--- src/rtl/fifo_ctrl_core.sv ---
// rtl/fifo_ctrl_core.sv - 8-entry synchronous FIFO core: op state, occupancy, pointers, storage and registered read data
module fifo_ctrl_core #(
    parameter int DATA_WIDTH = 32,
    parameter int ADDR_WIDTH = 3
) (
    input  logic                  clk,
    input  logic                  reset,
    input  logic                  wr_en,
    input  logic                  rd_en,
    input  logic [DATA_WIDTH-1:0] d_in,
    output logic [DATA_WIDTH-1:0] d_out,
    output logic [2:0]            state,
    output logic [ADDR_WIDTH:0]   data_count,
    output logic [ADDR_WIDTH-1:0] head,
    output logic [ADDR_WIDTH-1:0] tail
);

    localparam int DEPTH = 1 << ADDR_WIDTH;
    localparam logic [ADDR_WIDTH:0] W_DEPTH = (ADDR_WIDTH+1)'(DEPTH);
    localparam logic [ADDR_WIDTH:0] W_ONE   = (ADDR_WIDTH+1)'(1);

    typedef enum logic [2:0] {
        ST_INIT   = 3'b000,
        ST_WRITE  = 3'b001,
        ST_WR_ERR = 3'b010,
        ST_NO_OP  = 3'b011,
        ST_READ   = 3'b100,
        ST_RD_ERR = 3'b101
    } state_t;

    state_t                r_state;
    state_t                w_state_nxt;
    logic                  w_do_wr;
    logic                  w_do_rd;
    logic [ADDR_WIDTH:0]   r_count;
    logic [ADDR_WIDTH-1:0] r_head;
    logic [ADDR_WIDTH-1:0] r_tail;
    logic [DATA_WIDTH-1:0] r_dout;
    logic [DATA_WIDTH-1:0] r_mem [DEPTH];

    // Decision uses the pre-edge count; simultaneous requests fall through to NO_OP.
    always_comb begin
        w_state_nxt = ST_NO_OP;
        w_do_wr     = 1'b0;
        w_do_rd     = 1'b0;
        if (wr_en && !rd_en) begin
            if (r_count < W_DEPTH) begin
                w_state_nxt = ST_WRITE;
                w_do_wr     = 1'b1;
            end else begin
                w_state_nxt = ST_WR_ERR;
            end
        end else if (rd_en && !wr_en) begin
            if (r_count != '0) begin
                w_state_nxt = ST_READ;
                w_do_rd     = 1'b1;
            end else begin
                w_state_nxt = ST_RD_ERR;
            end
        end
    end

    always_ff @(posedge clk) begin
        if (reset) begin
            r_state <= ST_INIT;
            r_count <= '0;
            r_head  <= '0;
            r_tail  <= '0;
            r_dout  <= '0;
        end else begin
            r_state <= w_state_nxt;
            if (w_do_wr) begin
                r_tail  <= r_tail + 1'b1;
                r_count <= r_count + W_ONE;
            end
            if (w_do_rd) begin
                r_dout  <= r_mem[r_head];
                r_head  <= r_head + 1'b1;
                r_count <= r_count - W_ONE;
            end
        end
    end

    // Storage is deliberately left out of reset; stale entries are unreachable once count is 0.
    always_ff @(posedge clk) begin
        if (!reset && w_do_wr) begin
            r_mem[r_tail] <= d_in;
        end
    end

    assign state      = r_state;
    assign data_count = r_count;
    assign head       = r_head;
    assign tail       = r_tail;
    assign d_out      = r_dout;

endmodule

--- config.mk ---
export PLATFORM = sky130hd
export DESIGN_NAME = fifo_ctrl_core
export DESIGN_NICKNAME = d
export VERILOG_FILES = /design/src/rtl/fifo_ctrl_core.sv
export SDC_FILE = /design/constraint.sdc
export NUM_CORES = 1
export LEC_CHECK = 0
export CAP_MARGIN = 0
export CORE_ASPECT_RATIO = 0.5
export CORE_MARGIN = 5
export CORE_UTILIZATION = 50
export DETAILED_ROUTE_END_ITERATION = 12
export DONT_BUFFER_PORTS = 1
export GPL_TIMING_DRIVEN = 1
export HOLD_SLACK_MARGIN = 0.05
export PLACE_DENSITY = 0.74
export SLEW_MARGIN = 20
export SYNTH_ARGS = -nofsm -noshare
export SYNTH_HDL_FRONTEND = slang
export SYNTH_SLANG_ARGS = --single-unit
export TNS_END_PERCENT = 10
--- constraint.sdc ---
create_clock -name clk -period 4.6 [get_ports clk]
set_clock_uncertainty 0.05 [all_clocks]
set_input_delay 0.92 -clock clk [delete_from_list [all_inputs] [get_ports clk]]
set_output_delay 0.92 -clock clk [all_outputs]
set_load 0.05 [all_outputs]
==> out/results.tsv, run 1 <==
stage	metric	value	unit
global_routing	GRT overflow	0	
cells_and_area	Fillers	1533	
logic_synthesis	Post-synth EDFFs	256	
critical_path	worst-path cell chain	or3b_2 > or3_1 > nor2_4	
cells_and_area	Final #Nets	602	
pwr	Lkg Pwr	0.00384	µW
critical_path	critical path startpoint	data_count[3]	
timing	Slew Limit Headroom	28.6	%
logic_synthesis	Seq cells post-synth	301	
global_routing	initial antenna violation count	0	
floorplan	I/O pins	81	
routing	Top Metal Used	met4	
clock_tree	Clock Tree Buf Depth	3	
place	DP HPWL	11500	µm
timing	Final setup viols	0	
cells_and_area	commonest non-fill, non-tap cells in the layout	edfxtp_1, mux4_2, dfxtp_1	
global_routing	GRT Total Usage	16.6	%
routing	Avg WL per Cell	24.0	µm
routing	DRC violations left	0	
clock_tree	CTS buffer count	26	
timing	RSZ-0062 raised after global routing	false	
critical_path	Crit path max-delay family	simple AND/OR/NAND/NOR gates	
routing	total iterations of the first detailed-routing run	4	
clock_tree	post-CTS setup buffers	0	
logic_synthesis	post-synthesis sequential area ratio	76.3	%
global_routing	vias in the first global route	5374	
routing	antenna viol nets, final	0	
cells_and_area	layout cells sized above 1	26.9	%
routing	DRT met1 WL	8670	µm
logic_synthesis	Synth Instances	553	
floorplan	Starting Density	51.4	%
clock_tree	clk slew on worst S/H paths	0.06	ns
place	Cell Area, Placed	11600	µm²
critical_path	Worst R2R Start	data_count[3]	
critical_path	Crit path largest cell delay	0.88	ns
logic_synthesis	Ys Warns	0	
timing	Final period util	65.0	%
clock_tree	worst-skew pair later-pin latency	0.53	ns
timing	setup_tns	0	ns
min_path	Min-Delay Startpoint	reset	
routing	WL met3	1930	µm
timing	Fmax achieved	335	MHz
timing	Worst-Margin Slew	1.07	ns
status	status	completed	
floorplan	Chip Height	116	µm
routing	total length of routed met2 wires	10200	µm
place	Buffers on Ports	0	
critical_path	Crit Path Max Fanout	32	
critical_path	Slowest cell on crit path	nor2_4	
floorplan	row cnt	38	
routing	via count	5153	
cells_and_area	commonest non-fill, non-tap cell in the layout	edfxtp_1	
critical_path	critical path type	reg2reg	
clock_tree	CTS H-Tree Depth	1	
floorplan	Die W	222	µm
timing	final hold violation count	0	
routing	vias per cell	5.85	
floorplan	Std-Cell Core Area	21900	µm²
clock_tree	CTS Root Cell	clkbuf_16	
cells_and_area	Area Growth Syn to Fin	11.0	%
global_routing	pin count of the biggest net entering global routing	68	
logic_synthesis	syn avg cell area	20.4	µm²
critical_path	Bufs and invs on worst path	0	
critical_path	Setup crit end kind	flip-flop	
clock_tree	clk sink count	301	
clock_tree	Resized cells post-CTS	0	
logic_synthesis	top_reg_cell synth	edfxtp_1	
cells_and_area	Post-Layout Inst Area	12500	µm²
critical_path	Worst Setup Start Kind	flip-flop	
logic_synthesis	Mapped Nets	594	
timing	final slew viol count	0	
job	max_cap viols	0	
cells_and_area	# diodes	0	
place	gpl congestion	0.724	
routing	Iter 0 DRT Violations	487	
logic_synthesis	FFs w/ async S/R, synth	0	%
pwr	VDD IR max	0.219	mV
critical_path	Worst EP required	4.69	ns
timing	clock period minus worst slack	2.99	ns
critical_path	Worst EP arrival	3.07	ns
clock_tree	CTS tree	built	
logic_synthesis	mapped cell area	11300	µm²
routing	final WL	21100	µm
logic_synthesis	synth unique cells	38	
global_routing	global-route wire length before repair	32900	µm
min_path	worst min path class	in2reg	
clock_tree	hold_buf cts	0	
pwr	Power Density	464	nW/µm²
floorplan	Die ar.	25800	µm²
[per-layer routing]
| layer | up-vias | GRT usage, % |
|---|---|---|
| li1 | 2259 | - |
| met1 | 2670 | 23.0 |
| met2 | 191 | 27.8 |
| met5 | - | 0 |
| met3 | 33 | 4.14 |
| met4 | 0 | 3.16 |
[stage by stage]
step	std cells	worst slack, ns	hold slack, ns	util (%)	power, µW
after global routing	881	1.46	0.390	57.0	6020
final	881	1.61	0.424	57.0	5800
after detailed placement	830	1.31	0.683	52.8	3730
after CTS	878	1.51	0.389	56.6	5850
after global placement	830	1.36	0.674	52.8	3710
after floorplan	553	0.128	0.653	-	3640
[cells by family (layout without fill, tap and decap cells)]
kind of cell    count (synthesis)  count (layout)  synth area share (%)
mux                            66              66                  13.0
compound gates                 40              40                  2.32
buf+inv                        33              61                  1.63
simple gates                  102             102                  5.71
xor+xnor                        6               6                 0.467
fa+ha+maj                       5               5                 0.622
flops                         301             301                  76.3
[worst paths after layout]
check           endpoint  slack, ns  cells past startpoint
max reg2reg  r_mem[4][9]       1.61                      3
min reg2reg     d_out[5]       0.69                      2
max          r_mem[4][9]       1.61                      3
min             state[2]       0.42                      1
[synth_stat cells, types with 2 or more instances]
| library cell | instances | area (µm²) |
|---|---|---|
| nand2b_1 | 3 | 18.8 |
| buf_1 | 2 | 7.51 |
| nor3_2 | 31 | 310 |
| buf_6 | 5 | 56.3 |
| nor3_1 | 4 | 20.0 |
| xnor2_1 | 5 | 43.8 |
| nand3_2 | 2 | 20.0 |
| dfxtp_1 | 45 | 901 |
| buf_4 | 3 | 22.5 |
| nand3_1 | 2 | 10.0 |
| nand2_1 | 3 | 11.3 |
| clkbuf_1 | 9 | 33.8 |
| o22ai_1 | 32 | 200 |
| inv_1 | 4 | 15.0 |
| mux4_2 | 64 | 1440 |
| buf_2 | 9 | 45.0 |
| mux2i_1 | 2 | 20.0 |
| a211oi_1 | 2 | 15.0 |
| ha_1 | 4 | 50.1 |
| a21oi_1 | 2 | 10.0 |
| edfxtp_1 | 256 | 7690 |
| nor2_1 | 48 | 180 |
[flip-flops by register name, indices dropped and copies added, names as in the netlist]
signal / cells
r_mem: 256
d_out: 32
data_count: 4
head: 3
state: 3
tail: 3
[worst reg2reg max path: cells and delay by family, from the launching register on]
family           cells  cell delay [ns]
DFF                  1             0.57
and+or+nand+nor      3             1.99
[power breakdown]
group          switching, µW  internal [µW]
combinational            196            191
clock                    909           1230
sequential               247           3030
total                   1350           4450
[final cells by class]
class	count	area [µm²]	area share, %
clock buffers	41	747	5.98
clock inverters	7	93.8	0.751
well taps	300	375	3.00
repair buffers	8	120	0.961
multi-input cells	219	2540	20.4
inverters	5	18.8	0.150
flip-flops and latches	301	8600	68.8
(Power assumes the default switching activity.)
==> run 2: changes to the inputs <==
- clock period: 4.6 -> 2.7 ns (I/O delays scaled with it)
==> out/results.tsv, run 2 (same netlist as run 1, synthesis figures left out) <==
stage	metric	value	unit
status	status	completed	
clock_tree	worst-skew pair later-pin latency	0.53	ns
timing	clock period minus worst slack	2.32	ns
routing	total iterations of the first detailed-routing run	5	
cells_and_area	commonest non-fill, non-tap cells in the layout	edfxtp_1, mux4_2, nor2_1, dfxtp_1, dlygate4sd3_1	
critical_path	critical path type	reg2reg	
cells_and_area	commonest non-fill, non-tap cell in the layout	edfxtp_1	
place	Post-Place Cells	858	
timing	final slew viol count	0	
timing	Final period util	85.8	%
cells_and_area	Final #Nets	668	
floorplan	Starting Density	51.4	%
routing	final WL	22200	µm
routing	Avg WL per Cell	23.4	µm
job	max_cap viols	0	
pwr	VDD IR max	0.447	mV
routing	Iter 0 DRT Violations	532	
cells_and_area	# diodes	0	
timing	PnR worst setup slack	0.383	ns
global_routing	global-route wire length before repair	34600	µm
timing	Fmax achieved	432	MHz
timing	final hold violation count	0	
floorplan	Std-Cell Core Area	21900	µm²
place	Post-Place Worst Slack	0.287	ns
critical_path	Worst R2R Start	data_count[3]	
critical_path	Setup crit end kind	flip-flop	
global_routing	initial antenna violation count	0	
cells_and_area	Fillers	1474	
critical_path	Worst EP required	3.04	ns
cells_and_area	Post-Layout Inst Area	13300	µm²
place	Cell Area, Placed	11900	µm²
clock_tree	Clock Tree Buf Depth	3	
pwr	Power Density	774	nW/µm²
routing	DRC violations left	0	
clock_tree	clk sink count	301	
critical_path	Worst Setup Start Kind	flip-flop	
routing	vias per cell	5.76	
cells_and_area	non-filler cells, final	947	
clock_tree	CTS Root Cell	clkbuf_16	
global_routing	GRT overflow	0	
floorplan	Chip Height	116	µm
clock_tree	CTS buffer count	26	
pwr	Lkg Pwr	0.00418	µW
timing	Final setup viols	0	
cells_and_area	Register Area	8600	µm²
clock_tree	clk slew on worst S/H paths	0.06	ns
floorplan	row cnt	38	
clock_tree	Resized cells post-CTS	0	
floorplan	Die W	222	µm
cells_and_area	max reg flops	256	
timing	Min Hold Slack	0.104	ns
floorplan	I/O pins	81	
clock_tree	CTS H-Tree Depth	1	
critical_path	Crit Path Max Fanout	6	
floorplan	Die ar.	25800	µm²
global_routing	pin count of the biggest net entering global routing	46	
routing	antenna viol nets, final	0	
place	gpl congestion	0.725	
global_routing	vias in the first global route	5722	
clock_tree	CTS tree	built	
timing	Worst-Margin Slew	0.563	ns
timing	setup_tns	0	ns
critical_path	Worst EP arrival	2.66	ns
cells_and_area	largest register by flop count	r_mem	
place	Buffers on Ports	0	
routing	via count	5450	
timing	RSZ-0062 raised after global routing	false	
timing	Slew Limit Headroom	62.4	%
place	DP HPWL	13300	µm
cells_and_area	layout cells sized above 1	28.9	%
cells_and_area	Multi-input gate area	2560	µm²
global_routing	GRT Total Usage	17.5	%
critical_path	critical path startpoint	data_count[3]	
cells_and_area	Area Growth Syn to Fin	17.7	%
min_path	Min-Delay Startpoint	wr_en	
min_path	worst min path class	in2reg	
[run 2: final cells by class]
class | instances | share of cell area, %
Sequential cell | 301 | 64.9
Timing Repair Buffer | 74 | 6.14
Multi-Input combinational cell | 219 | 19.3
Tap cell | 300 | 2.83
Clock buffer | 32 | 5.08
Inverter | 5 | 0.142
Clock inverter | 16 | 1.65
[run 2: critical path, cell delays in order, from the launching register on]
cell and delay (ns):
dfxtp_2 0.35, or4_4 0.58, nand2_2 0.11, inv_2 0.06, ha_1 0.27, a21o_1 0.17, a21oi_1 0.21, a211oi_1 0.08
a2111oi_0 0.31
[run 2: metrics by stage]
step                      util (%)  total power (µW)
after detailed placement      54.4              6400
final                         60.5             10300
after floorplan                  -              6210
after global routing          60.5             10700
after global placement        54.4              6390
after CTS                     60.1             10300
[run 2: report_power, final]
group	switching, µW	internal, µW	total [µW]
clock network	1600	2260	3860
logic	504	415	919
registers	326	5160	5480
total	2430	7830	10300
[run 2: repair_timing]
item	4_1_cts	5_1_grt
buffers inserted	0	0
endpoints found under the hold margin	267	34
setup endpoints to repair	0	0
hold buffers	33	8
[run 2: final timing paths]
| kind | slack [ns] | end | cells past startpoint |
|---|---|---|---|
| worst min-delay path | 0.10 | state[0] | 1 |
| worst max register to register | 0.38 | data_count[3] | 8 |
| worst min register to register | 0.56 | head[2] | 3 |
| worst max-delay path | 0.38 | data_count[3] | 8 |
[run 2: layer usage]
layer  up-vias  share of wire, %  GRT usage, %
met3        36               5.9          3.37
met5         -                 0             0
met2       155                49          29.1
met1      2856                44          24.7
met4         0               1.8          4.06
li1       2403                 -             -
